### src/rtl/cpu_pkg.sv
// Shared definitions for the RV32I pipeline.
//   XLEN             - architectural register / address width
//   NOP_INSTR        - canonical NOP encoding (addi x0, x0, 0)
//   DEFAULT_RESET_PC - default PC loaded on reset
//   if_id_t          - IF/ID pipeline register contents
//   IF_ID_BUBBLE     - IF/ID contents when no real instruction is held
package cpu_pkg;

    localparam int unsigned XLEN = 32;

    localparam logic [XLEN-1:0] NOP_INSTR        = 32'h0000_0013;
    localparam logic [XLEN-1:0] DEFAULT_RESET_PC = 32'h0000_0000;

    typedef struct packed {
        logic [XLEN-1:0] pc;
        logic [XLEN-1:0] instr;
        logic            valid;
    } if_id_t;

    localparam if_id_t IF_ID_BUBBLE = '{pc: '0, instr: NOP_INSTR, valid: 1'b0};

endpackage

### src/rtl/loop_detector.sv
// Terminal self-loop detector.
// Counts consecutive redirects whose target equals the branch's own PC and
// raises a sticky halt once LOOP_THRESH of them have been seen in a row.
//   clk       - clock, rising edge
//   rst       - synchronous active-high reset
//   redirect  - an accepted, aligned redirect happens this cycle
//   self_loop - the redirect target equals the resolving branch PC
//   halt      - sticky halt flag
module loop_detector #(
    parameter int unsigned LOOP_THRESH = 4
) (
    input  logic clk,
    input  logic rst,
    input  logic redirect,
    input  logic self_loop,
    output logic halt
);

    localparam int unsigned CW = $clog2(LOOP_THRESH + 1);
    localparam logic [CW:0] THRESH = (CW + 1)'(LOOP_THRESH);

    logic [CW-1:0] count;
    logic [CW:0]   count_inc;

    // One extra bit so the increment cannot wrap before the compare.
    assign count_inc = {1'b0, count} + 1'b1;

    always_ff @(posedge clk) begin
        if (rst) begin
            count <= '0;
            halt  <= 1'b0;
        end else if (redirect) begin
            if (self_loop) begin
                if (count_inc >= THRESH) begin
                    halt  <= 1'b1;
                    count <= THRESH[CW-1:0];
                end else begin
                    count <= count_inc[CW-1:0];
                end
            end else begin
                count <= '0;
            end
        end
    end

endmodule

### src/rtl/if_fetch_stage.sv
// RV32I instruction-fetch stage.
// Owns the PC, drives the instruction-memory address, loads the IF/ID
// register, applies stalls and taken-branch flushes, traps misaligned branch
// targets and freezes fetch on a detected terminal self-loop.
//   clk, rst         - clock and synchronous active-high reset
//   i_mem_addr_o     - instruction address (the PC register)
//   i_mem_rdata_i    - instruction word for i_mem_addr_o, same cycle
//   stall_i          - hold PC and IF/ID
//   branch_taken_i   - redirect request from EX
//   branch_target_i  - redirect target
//   branch_pc_i      - PC of the resolving branch
//   if_id_pc_o       - PC of the instruction in IF/ID
//   if_id_instr_o    - instruction in IF/ID (NOP when invalid)
//   if_id_valid_o    - IF/ID holds a real instruction
//   halted_o         - sticky self-loop halt
//   misaligned_o     - sticky misaligned-target trap
//   fault_pc_o       - the misaligned target that caused the trap
module if_fetch_stage
    import cpu_pkg::*;
#(
    parameter logic [XLEN-1:0] RESET_PC    = DEFAULT_RESET_PC,
    parameter int unsigned     LOOP_THRESH = 4
) (
    input  logic            clk,
    input  logic            rst,
    output logic [XLEN-1:0] i_mem_addr_o,
    input  logic [XLEN-1:0] i_mem_rdata_i,
    input  logic            stall_i,
    input  logic            branch_taken_i,
    input  logic [XLEN-1:0] branch_target_i,
    input  logic [XLEN-1:0] branch_pc_i,
    output logic [XLEN-1:0] if_id_pc_o,
    output logic [XLEN-1:0] if_id_instr_o,
    output logic            if_id_valid_o,
    output logic            halted_o,
    output logic            misaligned_o,
    output logic [XLEN-1:0] fault_pc_o
);

    logic [XLEN-1:0] pc;
    if_id_t          if_id;
    logic            misaligned;
    logic [XLEN-1:0] fault_pc;
    logic            halted;
    logic            frozen;
    logic            target_misaligned;
    logic            aligned_redirect;

    assign frozen            = halted | misaligned;
    assign target_misaligned = (branch_target_i[1:0] != 2'b00);
    assign aligned_redirect  = ~frozen & branch_taken_i & ~target_misaligned;

    always_ff @(posedge clk) begin
        if (rst) begin
            pc         <= RESET_PC;
            if_id      <= IF_ID_BUBBLE;
            misaligned <= 1'b0;
            fault_pc   <= '0;
        end else if (frozen) begin
            if_id <= IF_ID_BUBBLE;
        end else if (branch_taken_i && target_misaligned) begin
            misaligned <= 1'b1;
            fault_pc   <= branch_target_i;
            if_id      <= IF_ID_BUBBLE;
        end else if (branch_taken_i) begin
            // Redirect wins over stall: the word in IF is wrong-path.
            pc    <= branch_target_i;
            if_id <= IF_ID_BUBBLE;
        end else if (!stall_i) begin
            pc    <= pc + 32'd4;
            if_id <= '{pc: pc, instr: i_mem_rdata_i, valid: 1'b1};
        end
    end

    loop_detector #(
        .LOOP_THRESH (LOOP_THRESH)
    ) u_loop_detector (
        .clk       (clk),
        .rst       (rst),
        .redirect  (aligned_redirect),
        .self_loop (branch_target_i == branch_pc_i),
        .halt      (halted)
    );

    assign i_mem_addr_o  = pc;
    assign if_id_pc_o    = if_id.pc;
    assign if_id_instr_o = if_id.instr;
    assign if_id_valid_o = if_id.valid;
    assign halted_o      = halted;
    assign misaligned_o  = misaligned;
    assign fault_pc_o    = fault_pc;

endmodule

### config.mk
export PLATFORM = sky130hd
export DESIGN_NAME = if_fetch_stage
export DESIGN_NICKNAME = d
export VERILOG_FILES = /design/src/rtl/cpu_pkg.sv /design/src/rtl/loop_detector.sv /design/src/rtl/if_fetch_stage.sv
export SDC_FILE = /design/constraint.sdc
export NUM_CORES = 1
export LEC_CHECK = 0
export CAP_MARGIN = 0
export CELL_PAD_IN_SITES_DETAIL_PLACEMENT = 1
export CELL_PAD_IN_SITES_GLOBAL_PLACEMENT = 1
export CORE_UTILIZATION = 29
export CTS_BUF_LIST = sky130_fd_sc_hd__clkbuf_4 sky130_fd_sc_hd__clkbuf_8
export CTS_CLUSTER_SIZE = 25
export DETAILED_ROUTE_END_ITERATION = 12
export PLACE_DENSITY_LB_ADDON = 0.12
export SETUP_SLACK_MARGIN = 0.4
export SLEW_MARGIN = 10
export SYNTH_ARGS = -nofsm -noshare
export SYNTH_HDL_FRONTEND = slang
export SYNTH_SLANG_ARGS = --single-unit
export TNS_END_PERCENT = 10
### constraint.sdc
create_clock -name clk -period 1.9 [get_ports clk]
set_input_delay 0.38 -clock clk [delete_from_list [all_inputs] [get_ports clk]]
set_output_delay 0.38 -clock clk [all_outputs]
set_load 0.01 [all_outputs]
==> results.sh <==
export IMPL_synth_edf_count=0
export IMPL_grt_pass1_vias=6628
export IMPL_clock_sinks=134
export IMPL_syn_to_final_growth_pct=74.9
export IMPL_cp_arrival_ns=2.20
export IMPL_hold_viol_final=0
export IMPL_cts_buffers=17
export IMPL_p_per_area_nw_per_um2=655
export IMPL_hold_path_class="input port to flop"
export IMPL_clock_latency_ns=0.45
export IMPL_drc=0
export IMPL_die_h_microns=145
export IMPL_fin_worst_skew_ns=0.0142
export IMPL_routedWlPerCell_microns=18.5
export IMPL_async_flop_share_pct=0
export IMPL_grtUsageTotal_pct=21.9
export IMPL_drv_cap=0
export IMPL_maxSlewViolCount=0
export IMPL_syn_area_per_cell_sq_um=8.65
export IMPL_crit_fanout=4
export IMPL_grt_max_degree=66
export IMPL_drt_first_iter_violations=211
export IMPL_layout_nets=1112
export IMPL_setup_viol=0
export IMPL_crit_required_ns=2.21
export IMPL_vias=6456
export IMPL_rsz0062_at_grt="true"
export IMPL_antennaDiodeCount=0
export IMPL_row_count=52
export IMPL_hpwl_microns=17600
export IMPL_finalSetupTns_ns=0
export IMPL_yosysSeqAreaShare_pct=44.9
export IMPL_slew_headroom_pct=68.8
export IMPL_peakVddDrop_v=0.000409
export IMPL_detail_route_first_pass_iterations=4
export IMPL_status="completed"
export IMPL_crit_slowest_cell="or4_4"
export IMPL_portBuffers=230
export IMPL_start_kind="flop"
export IMPL_critPathMaxStageDelay_ns=0.47
export IMPL_via_per_inst=4.99
export IMPL_cts_tree="yes"
export IMPL_antenna_left=0
export IMPL_end_kind="flop"
export IMPL_clk_pin_slew_ns=0.08
export IMPL_ios=231
export IMPL_worst_pin_slew_ns=0.468
export IMPL_initial_utilization_pct=29.5
export IMPL_min_period_ns=1.88
export IMPL_antenna_found_initial=1
export IMPL_clockBufferDepth=2
export IMPL_final_area_sq_um=10400
export IMPL_place_congestion=0.899
export IMPL_yosys_warnings=0
export IMPL_htree_levels=4
export IMPL_grt_overflow=0
export IMPL_layout_commonest_cell="dlymetal6s2s_1"
export IMPL_yosysUniqueCellTypes=57
export IMPL_crit_top_cell="nor4_1"
export IMPL_total_leakage_power_nw=5.81
export IMPL_synth_cells=690
export IMPL_cts_root_buf="clkbuf_8"
export IMPL_drive_gt1_share_pct=25.4
export IMPL_reg2reg_from="i_mem_addr_o[3]"
export IMPL_grt_pass1_wl_microns=36500
export IMPL_core_area_sq_um=20200
export IMPL_clock_fmax_mhz=531
export IMPL_path_class="flop to flop"
export IMPL_syn_area_sq_um=5970
export IMPL_drt_wl_total_microns=24000
export IMPL_layout_common_cells="108 x dlymetal6s2s_1, 107 x dfxtp_1, 95 x clkdlybuf4s50_1"
export IMPL_ctsHoldBuffers=0
export IMPL_dpl_instance_area_sq_um=9180
export IMPL_hold_start="rst"
export IMPL_fin_crit_sh_pct=99.1
export IMPL_synth_main_ff_cell="dfxtp_1"
export IMPL_total_power_mw=6.84
export IMPL_ys_seq_elements=134
export IMPL_die_area_sq_um=21200
export IMPL_syn_nets=792
export IMPL_crit_path_start="i_mem_addr_o[3]"
export IMPL_cp_cell_sequence="ha_4, nand3_4, or4_4, buf_4, nor4_1, nor4_1"
export IMPL_die_width_microns=145
[logic make-up after synthesis]
kind of cell / Yosys count / share of synthesized area [%]
buffers and inverters: 51 / 3.40
flip-flops: 134 / 44.9
adder cells (fa/ha/maj): 2 / 0.419
XOR/XNOR: 32 / 4.70
multiplexers: 68 / 11.4
AO/OA/AOI/OAI: 129 / 13.1
AND/OR/NAND/NOR: 274 / 22.1
[routing by layer]
layer / up-vias / global-route usage [%] / part of all wire (%)
met5: - / 0 / 0.033
met4: 2 / 8.11 / 2.1
met3: 43 / 5.86 / 5.8
met2: 233 / 36.5 / 48
met1: 3113 / 27.2 / 44
li1: 3065 / - / -
[layout make-up]
| cell class | count | area (sq um) |
|---|---|---|
| multi-input combinational | 506 | 3420 |
| sequential | 134 | 2740 |
| inverter | 7 | 26.3 |
| tap | 270 | 338 |
| fill | 2257 | 9790 |
| clock inverter | 12 | 154 |
| clock buffer | 20 | 256 |
| timing repair buffer | 344 | 3510 |
[repair_timing]
item                                    in CTS  in global routing
pin swaps                                    0                 33
setup buffers                               12                 12
endpoints found under the setup margin     173                241
cloned                                       0                  1
resized for setup                           98                221
[path summary, 6_finish.rpt]
path / end / slack (ns) / cells after the start
setup reg to reg: i_mem_addr_o[16] / 0.02 / 6
hold reg to reg: fault_pc_o[6] / 0.46 / 2
setup / recovery: i_mem_addr_o[16] / 0.02 / 6
hold / removal: i_mem_addr_o[28] / 0.28 / 2
[worst max-delay path, delay by kind of cell (launching register included)]
family / cells / cell delay, ns
buffers and inverters: 1 / 0.17
flip-flops: 1 / 0.38
adder cells (fa/ha/maj): 1 / 0.15
AND/OR/NAND/NOR: 4 / 1.04
[sequential cells by signal, summed over array words and instances, names as in the netlist]
name,flops
fault_pc_o,32
i_mem_addr_o,32
if_id_instr_o,32
if_id_pc_o,32
u_loop_detector.count,3
if_id_valid_o,1
misaligned_o,1
u_loop_detector.halt,1
[stage by stage]
step           instances  worst slack, ns  hold slack (ns)  utilization, %
3_3_place_gp        1236           -0.231            0.443            45.4
3_5_place_dp        1236           -0.293            0.452            45.4
5_1_grt             1293          -0.0371            0.271            51.6
4_1_cts             1280          0.00771            0.268            48.2
2_1_floorplan        690           0.0806            0.451               -
6_report            1293           0.0165            0.284            51.6
[synthesized netlist by cell type, drive strengths merged, types with 6 or more instances]
cell | instances | area, sq um
dfxtp | 134 | 2680
nand2 | 96 | 360
nor2 | 90 | 345
mux2i | 68 | 681
a21oi | 57 | 285
xnor2 | 31 | 272
clkbuf | 30 | 114
o21ai | 25 | 125
nand3 | 21 | 128
buf | 14 | 62.6
nor4 | 13 | 118
nand4 | 12 | 75.1
a31oi | 9 | 56.3
and2 | 7 | 43.8
nor3 | 7 | 46.3
a22oi | 6 | 45.0
and3 | 6 | 37.5
inv | 6 | 22.5
[power breakdown]
group	internal (mW)	switching, mW	total (mW)
registers	2.92	0.0882	3.00
logic	0.699	0.638	1.34
clock network	1.34	1.16	2.50
total	4.95	1.88	6.84
Note: power is estimated with default switching activity, not from simulation.
